<file path="src/rtl/ext_pipe.sv">
`default_nettype none
// ============================================================================
//  Module   : ext_pipe
//  Purpose  : Immediate / load-data extender feeding a DEPTH-entry result queue
//             with valid/ready handshakes on both sides.
//  Revision : 1.0  initial release
// ============================================================================
module ext_pipe #(
    parameter int IN_W  = 16,
    parameter int OUT_W = 32,
    parameter int DEPTH = 2,
    parameter int OFF_W = $clog2(OUT_W / 8)
) (
    input  logic             clk,
    input  logic             rst_n,
    input  logic             flush,
    input  logic             in_valid,
    output logic             in_ready,
    input  logic [2:0]       mode,
    input  logic [IN_W-1:0]  imm,
    input  logic [OUT_W-1:0] data,
    input  logic [OFF_W-1:0] offset,
    output logic             out_valid,
    input  logic             out_ready,
    output logic [OUT_W-1:0] out_data,
    output logic             out_misalign
);

    localparam int                 c_PTR_W    = $clog2(DEPTH);
    localparam int                 c_CNT_W    = $clog2(DEPTH + 1);
    localparam logic [c_PTR_W-1:0] c_PTR_ONE  = 1;
    localparam logic [c_CNT_W-1:0] c_CNT_ONE  = 1;
    localparam logic [c_CNT_W-1:0] c_CNT_FULL = DEPTH;
    localparam logic [2:0]         c_M_ZEXT   = 3'd0;
    localparam logic [2:0]         c_M_SEXT   = 3'd1;
    localparam logic [2:0]         c_M_HIGH   = 3'd2;
    localparam logic [2:0]         c_M_BRANCH = 3'd3;
    localparam logic [2:0]         c_M_LBS    = 3'd4;
    localparam logic [2:0]         c_M_LBU    = 3'd5;
    localparam logic [2:0]         c_M_LHS    = 3'd6;
    localparam logic [2:0]         c_M_LHU    = 3'd7;

    logic [OUT_W-1:0]   w_sext;
    logic [7:0]         w_byte;
    logic [15:0]        w_half;
    logic [OUT_W-1:0]   w_result;
    logic               w_misalign;
    logic               w_push;
    logic               w_pop;

    logic [OUT_W-1:0]   r_mem_data [DEPTH];
    logic               r_mem_mis  [DEPTH];
    logic [c_PTR_W-1:0] r_wr_ptr;
    logic [c_PTR_W-1:0] r_rd_ptr;
    logic [c_CNT_W-1:0] r_count;

    // Half-word select ignores offset[0]; a set bit 0 only raises the misalign flag.
    assign w_sext = {{(OUT_W - IN_W){imm[IN_W-1]}}, imm};
    assign w_byte = data[{offset, 3'b000} +: 8];
    assign w_half = data[{offset[OFF_W-1:1], 4'b0000} +: 16];

    always_comb begin
        w_result   = '0;
        w_misalign = 1'b0;
        case (mode)
            c_M_ZEXT:   w_result = {{(OUT_W - IN_W){1'b0}}, imm};
            c_M_SEXT:   w_result = w_sext;
            c_M_HIGH:   w_result = {imm, {(OUT_W - IN_W){1'b0}}};
            c_M_BRANCH: w_result = {w_sext[OUT_W-3:0], 2'b00};
            c_M_LBS:    w_result = {{(OUT_W - 8){w_byte[7]}}, w_byte};
            c_M_LBU:    w_result = {{(OUT_W - 8){1'b0}}, w_byte};
            c_M_LHS: begin
                w_result   = {{(OUT_W - 16){w_half[15]}}, w_half};
                w_misalign = offset[0];
            end
            c_M_LHU: begin
                w_result   = {{(OUT_W - 16){1'b0}}, w_half};
                w_misalign = offset[0];
            end
            default: w_result = '0;
        endcase
    end

    assign in_ready  = (r_count < c_CNT_FULL);
    assign out_valid = (r_count != '0);
    assign w_push    = in_valid & in_ready;
    assign w_pop     = out_valid & out_ready;

    // Storage is left unreset; the empty-queue gate keeps the outputs clean.
    assign out_data     = out_valid ? r_mem_data[r_rd_ptr] : '0;
    assign out_misalign = out_valid ? r_mem_mis[r_rd_ptr]  : 1'b0;

    always_ff @(posedge clk) begin
        if (w_push && !flush) begin
            r_mem_data[r_wr_ptr] <= w_result;
            r_mem_mis[r_wr_ptr]  <= w_misalign;
        end
    end

    always_ff @(posedge clk or negedge rst_n) begin
        if (!rst_n) begin
            r_wr_ptr <= '0;
            r_rd_ptr <= '0;
            r_count  <= '0;
        end else if (flush) begin
            r_wr_ptr <= '0;
            r_rd_ptr <= '0;
            r_count  <= '0;
        end else begin
            if (w_push) begin
                r_wr_ptr <= r_wr_ptr + c_PTR_ONE;
            end
            if (w_pop) begin
                r_rd_ptr <= r_rd_ptr + c_PTR_ONE;
            end
            case ({w_push, w_pop})
                2'b10:   r_count <= r_count + c_CNT_ONE;
                2'b01:   r_count <= r_count - c_CNT_ONE;
                default: r_count <= r_count;
            endcase
        end
    end

endmodule
`default_nettype wire

</file>
<file path="config.mk">
export PLATFORM = sky130hd
export DESIGN_NAME = ext_pipe
export DESIGN_NICKNAME = d
export VERILOG_FILES = /design/src/rtl/ext_pipe.sv
export SDC_FILE = /design/constraint.sdc
export NUM_CORES = 1
export LEC_CHECK = 0
export ABC_AREA = 1
export CAP_MARGIN = 15
export CORE_MARGIN = 8
export CORE_UTILIZATION = 53
export CTS_CLUSTER_SIZE = 16
export DETAILED_ROUTE_END_ITERATION = 10
export GPL_TIMING_DRIVEN = 0
export PLACE_DENSITY_LB_ADDON = 0.25
export SLEW_MARGIN = 25
export SYNTH_ARGS = -nofsm -noshare
export SYNTH_HDL_FRONTEND = slang
export SYNTH_SLANG_ARGS = --single-unit
</file>
<file path="constraint.sdc">
create_clock -name clk -period 6.13 [get_ports clk]
set_clock_uncertainty 0.2 [all_clocks]
set_input_delay 1.5325 -clock clk [delete_from_list [all_inputs] [get_ports clk]]
set_output_delay 1.5325 -clock clk [all_outputs]
set_load 0.005 [all_outputs]
</file>
==> results of run 1 <==
metal layers:
layer  share of wire [%]  vias to the layer above  global-route usage [%]
met5                   0                        -                       0
met4                 2.0                        0                    9.68
met3                 9.3                       22                    6.77
met2                  47                      182                    34.9
met1                  42                     1561                    23.9
li1                    -                     1600                       -
worst max-delay path: cells and delay by family (launching register included):
family | cells | cell delay [ns]
DFF | 1 | 0.36
AOI/OAI and AO/OA | 1 | 0.21
buffers and inverters | 4 | 1.28
and+or+nand+nor | 1 | 0.12
cells in the final DEF, fill, tap and decap left out, drive strengths merged, types with 4 or more instances in the layout:
master,Yosys,routed
nand3,32,32
edfxtp,66,66
clkdlybuf4s50,0,90
buf,12,14
clkbuf,9,18
inv,24,25
dfrtp,4,4
nand4,6,6
nand2,189,189
a21oi,50,50
bufinv,0,4
nor2,13,13
o211ai,4,4
how the worst max path moves through the flow:
stage	slack, ns	end	cells past startpoint
6_report	2.08	out_data[11]	6
5_1_grt	1.90	out_data[12]	6
4_1_cts	2.09	out_data[11]	6
3_5_place_dp	2.46	out_data[11]	6
3_3_place_gp	1.15	r_mem_data[0][14]	5
2_1_floorplan	2.36	r_mem_data[0][0]	4
sequential cells by signal, indices dropped and copies added (netlist names):
register,flops
r_mem_data,64
r_wr_ptr,1
r_rd_ptr,1
r_mem_mis,2
r_count,2
metrics by stage:
step                      total power [mW]  worst slack [ns]  hold WS (ns)  utilization, %  cells
after global routing                  1.56              1.90         0.366            73.9    606
after CTS                             1.50              2.09         0.335            73.9    606
after global placement               0.990              1.15         0.273            68.9    588
after floorplan                      0.775              2.36         0.258               -    418
after detailed placement              1.01              2.46         0.318            69.9    590
final                                 1.50              2.08         0.342            73.9    606
cell type report:
cell class / instances / area (µm²) / area share [%]
tap: 80 / 100 / 2.03
sequential: 70 / 2080 / 42.1
buffer: 21 / 110 / 2.23
clock inverter: 7 / 145 / 2.94
inverter: 25 / 93.8 / 1.90
multi-input combinational: 302 / 1330 / 26.9
timing repair buffer: 92 / 956 / 19.4
clock buffer: 9 / 124 / 2.51
where the power goes:
part	internal, mW	switching, mW
logic	0.196	0.223
registers	0.569	0.0121
clock network	0.313	0.184
cell families (layout without fill, tap and decap cells):
logic type	Yosys count	after routing	share of synthesized area, %
buffers and inverters	46	154	5.67
AOI/OAI and AO/OA	57	57	8.45
DFF	70	70	57.8
and+or+nand+nor	245	245	28.1
==> results.yml, run 1 <==
cts:
  cts_buffer_depth: 2
  cts_inserted_buffers: 9
  postCtsResizedCells: 0
  worstSkewPairLatency_ns: 0.34
  root_buffer: "clkbuf_8"
  post-cts-setup-buffers: 0
  htree_num_levels: 3
  ctsHoldBuffers: 0
  clk_pin_slew_ns: 0.08
  cts_sinks: 70
  cts_tree: "built"
detailed_routing:
  wire_per_inst_um: 16.5
  wl_mm: 10.0
  first_pass_iters: 5
  detail-route-antenna-nets: 0
  vias: 3365
  viasPerCell: 5.55
  first_iter_violations: 213
  drc: 0
finish:
  finalInstanceArea_um2: 4940
  final_nets: 579
  fillCellCount: 497
  layout-drive-gt1-share_pct: 8.94
  diodes: 0
  area_growth_pct: 37.2
sta:
  fmax_mhz: 247
  rsz0062_at_grt: "false"
  drv_slew: 0
  max-slew-margin-rel_pct: 65.1
  hold_viol_final: 0
  period_share_pct: 66.0
  worst_pin_slew_ns: 0.524
  post-route-min-period_ns: 4.05
  tns_ns: 0
  setup_viol: 0
power:
  power.leakage_nw: 2.03
  vdd_drop_max_uv: 109
  power.density_nw_per_um2: 303
logic_synthesis:
  syn_area_um2: 3600
  syn_area_per_cell_um2: 8.61
  synth_edf_count: 66
  async_flop_share_pct: 5.71
  synth-seq-area-share_pct: 57.8
  synth_ff_type: "edfxtp_1"
  ys_top_cells_by_area: "edfxtp_1 (55%), nand2_1 (19%), a21oi_1 (6.7%)"
  yosys_warnings: 0
  synth_seq_cells: 70
  synth_cell_types: 22
  syn_inst: 418
  synth_common_cells: "nand2_1 (187), edfxtp_1 (66), a21oi_1 (48)"
  yosysTopAreaCell: "edfxtp_1"
  yosysMostFrequentCell: "nand2_1"
  netlist.area_leader.share_pct: 55.1
  syn-num-nets: 476
worst_setup_path:
  crit_arrival_ns: 2.32
  slowest_stage: "clkdlybuf4s50_1"
  r2r_start: "r_count[1]"
  startpoint: "r_rd_ptr"
  r2r_cells: 6
  start_kind: "flop"
  cp_max_fo: 10
  cp_slowest_stage_delay_ns: 0.55
  path_cells: "clkbuf_1, clkinv_1, clkbuf_1, nand2_1, a21oi_1, clkdlybuf4s50_1"
  required_ns: 4.40
  path_class: "flop to primary output"
  r2r-end: "r_mem_data[0][26]"
  cp_common_cell: "clkbuf_1"
  r2r_slack_ns: 4.20
  end_kind: "primary output"
hold_path:
  worstHoldStart: "r_count[0]"
  hold_path_class: "flop to flop"
  hold_end: "r_count[0]"
  worstHoldPathCells: 2
placement:
  place_area_um2: 4670
  routabilityCongestion: 0.906
  io_buffers: 90
  dp_hpwl_mm: 7.57
die:
  ioPinCount: 93
  die-area_um2: 9680
  dieWidth_um: 98.4
  core_area_um2: 6680
  die_y_um: 98.4
  num_rows: 30
  initial_utilization_pct: 53.9
status:
  status: "finished, final reports clean"
global_route:
  antenna_found_initial: 0
  grt_overflow: 0
  grt_usage_pct: 20.9
  grt_pass1_wl_mm: 16.0
  grt_max_degree: 24
  grt_pass1_vias: 3390
job:
  drv_cap: 0
Power figures use the tool's default switching activity.
==> run 2, diff against run 1 <==
--- a/config.mk
+++ b/config.mk
@@ -8,7 +8,7 @@
 export ABC_AREA = 1
 export CAP_MARGIN = 15
 export CORE_MARGIN = 8
-export CORE_UTILIZATION = 53
+export CORE_UTILIZATION = 49
 export CTS_CLUSTER_SIZE = 16
 export DETAILED_ROUTE_END_ITERATION = 10
 export GPL_TIMING_DRIVEN = 0
==> constraint.sdc (replaced) <==
create_clock -name clk -period 4.1 [get_ports clk]
set_clock_uncertainty 0.2 [all_clocks]
set_input_delay 1.025 -clock clk [delete_from_list [all_inputs] [get_ports clk]]
set_output_delay 1.025 -clock clk [all_outputs]
set_load 0.005 [all_outputs]
==> run 2 against run 1 <==
  * Total power is 35% higher
  * Largest cell class unchanged
  * Sequential power rose by 50%
  * Sequential share of layout area increased by 0.48 points
  * Flip-flop and latch count unchanged
  * Non-clock buffer count unchanged
  * Routed wire length down 4.3%
  * Cell count grew 3.1%
  * Global-route usage fell by 1.6 points
==> results.yml, run 2 (same netlist as run 1, synthesis figures left out) <==
sta:
  post-route-min-period_ns: 3.52
  worst_pin_slew_ns: 0.498
  max-slew-margin-rel_pct: 66.8
  drv_slew: 0
  hold_viol_final: 0
  holdWs_ns: 0.324
  setup_viol: 0
  tns_ns: 0
  rsz0062_at_grt: "false"
  setup_slack_ns: 0.577
  fmax_mhz: 284
  period_share_pct: 85.9
cts:
  cts_sinks: 70
  cts_tree: "built"
  post-cts-setup-buffers: 0
  clk_pin_slew_ns: 0.07
  htree_num_levels: 3
  cts_inserted_buffers: 9
  worstSkewPairLatency_ns: 0.34
  cts_buffer_depth: 2
  ctsHoldBuffers: 0
  root_buffer: "clkbuf_8"
  postCtsResizedCells: 0
finish:
  fillCellCount: 558
  largest_register_ffs: 64
  fin_cells: 625
  area_growth_pct: 35.7
  diodes: 0
  top_register: "r_mem_data"
  final_common_cell: "nand2_1"
  final_nets: 579
  final_core_util_pct: 68.1
  final_cell_mix: "nand2_1 (187), clkdlybuf4s50_1 (90), edfxtp_1 (66)"
  reg_top3: "r_mem_data x64, r_count x2, r_mem_mis x2"
  layout-drive-gt1-share_pct: 8.56
worst_setup_path:
  r2r_start: "r_count[1]"
  crit_arrival_ns: 2.30
  r2r_cells: 6
  r2r_slack_ns: 2.15
  path_class: "flop to primary output"
  start_kind: "flop"
  required_ns: 2.87
  r2r-end: "r_mem_data[0][31]"
  cp_max_fo: 10
  end_kind: "primary output"
power:
  power.leakage_nw: 1.99
  power.density_nw_per_um2: 414
  vdd_drop_max_uv: 149
detailed_routing:
  detail-route-antenna-nets: 0
  wl_mm: 9.57
  first_iter_violations: 244
  viasPerCell: 5.18
  wire_per_inst_um: 15.3
  vias: 3239
  drc: 0
  first_pass_iters: 5
placement:
  numPlacedInstances: 609
  routabilityCongestion: 0.882
  dp_hpwl_mm: 7.41
  place_ws_ns: 0.937
  io_buffers: 90
die:
  dieWidth_um: 102
  ioPinCount: 93
  die-area_um2: 10300
  num_rows: 31
  core_area_um2: 7180
  die_y_um: 102
  initial_utilization_pct: 50.2
global_route:
  grt_pass1_vias: 3367
  grt_pass1_wl_mm: 15.5
  antenna_found_initial: 0
  grt_usage_pct: 19.4
  grt_max_degree: 24
  grt_overflow: 0
hold_path:
  worstHoldStart: "r_count[0]"
  worstHoldPathCells: 2
  hold_end: "r_count[0]"
  hold_path_class: "flop to flop"
job:
  drv_cap: 0
status:
  status: "finished, final reports clean"
run 2: worst max path at each step:
stage	endpoint	slack, ns	from	depth (start not counted)
final	out_data[5]	0.58	r_rd_ptr	6
after global routing	out_data[11]	0.39	r_rd_ptr	6
after CTS	out_data[18]	0.56	r_rd_ptr	6
after detailed placement	out_data[18]	0.94	r_rd_ptr	6
after global placement	r_mem_data[0][15]	-0.37	in_valid	5
after floorplan	r_mem_data[0][0]	0.84	in_valid	4
run 2: routing by layer:
layer  GRT usage (%)  part of all wire [%]  up-vias
li1                -                     -     1601
met1            22.8                    42     1474
met2            32.3                    48      152
met3            6.19                   8.5       12
met4            6.64                   1.2        0
met5               0                     0        -
run 2: power breakdown:
group | switching, mW | internal [mW] | total [mW]
clock network | 0.254 | 0.282 | 0.536
logic | 0.327 | 0.293 | 0.619
registers | 0.0170 | 0.852 | 0.869
run 2: cell type report:
cell class	count	area (µm²)	area share, %
clock inverter	5	58.8	1.20
multi-input combinational	302	1330	27.2
clock buffer	11	131	2.69
buffer	21	110	2.25
sequential	70	2080	42.6
timing repair buffer	92	956	19.6
tap	99	124	2.54
inverter	25	93.8	1.92
run 2: metrics by stage:
stage | power, mW | cell area (µm²)
6_report | 2.02 | 4880
4_1_cts | 2.04 | 4880
3_5_place_dp | 1.51 | 4690
3_3_place_gp | 1.48 | 4620
2_1_floorplan | 1.16 | 3600
5_1_grt | 2.13 | 4880
run 2: worst max-delay path: stages (launching register included):
cell and delay [ns]:
dfrtp_1 0.36, clkbuf_1 0.18, clkinv_1 0.17, clkbuf_1 0.41, nand2_1 0.09, a21oi_1 0.19
clkdlybuf4s50_1 0.54
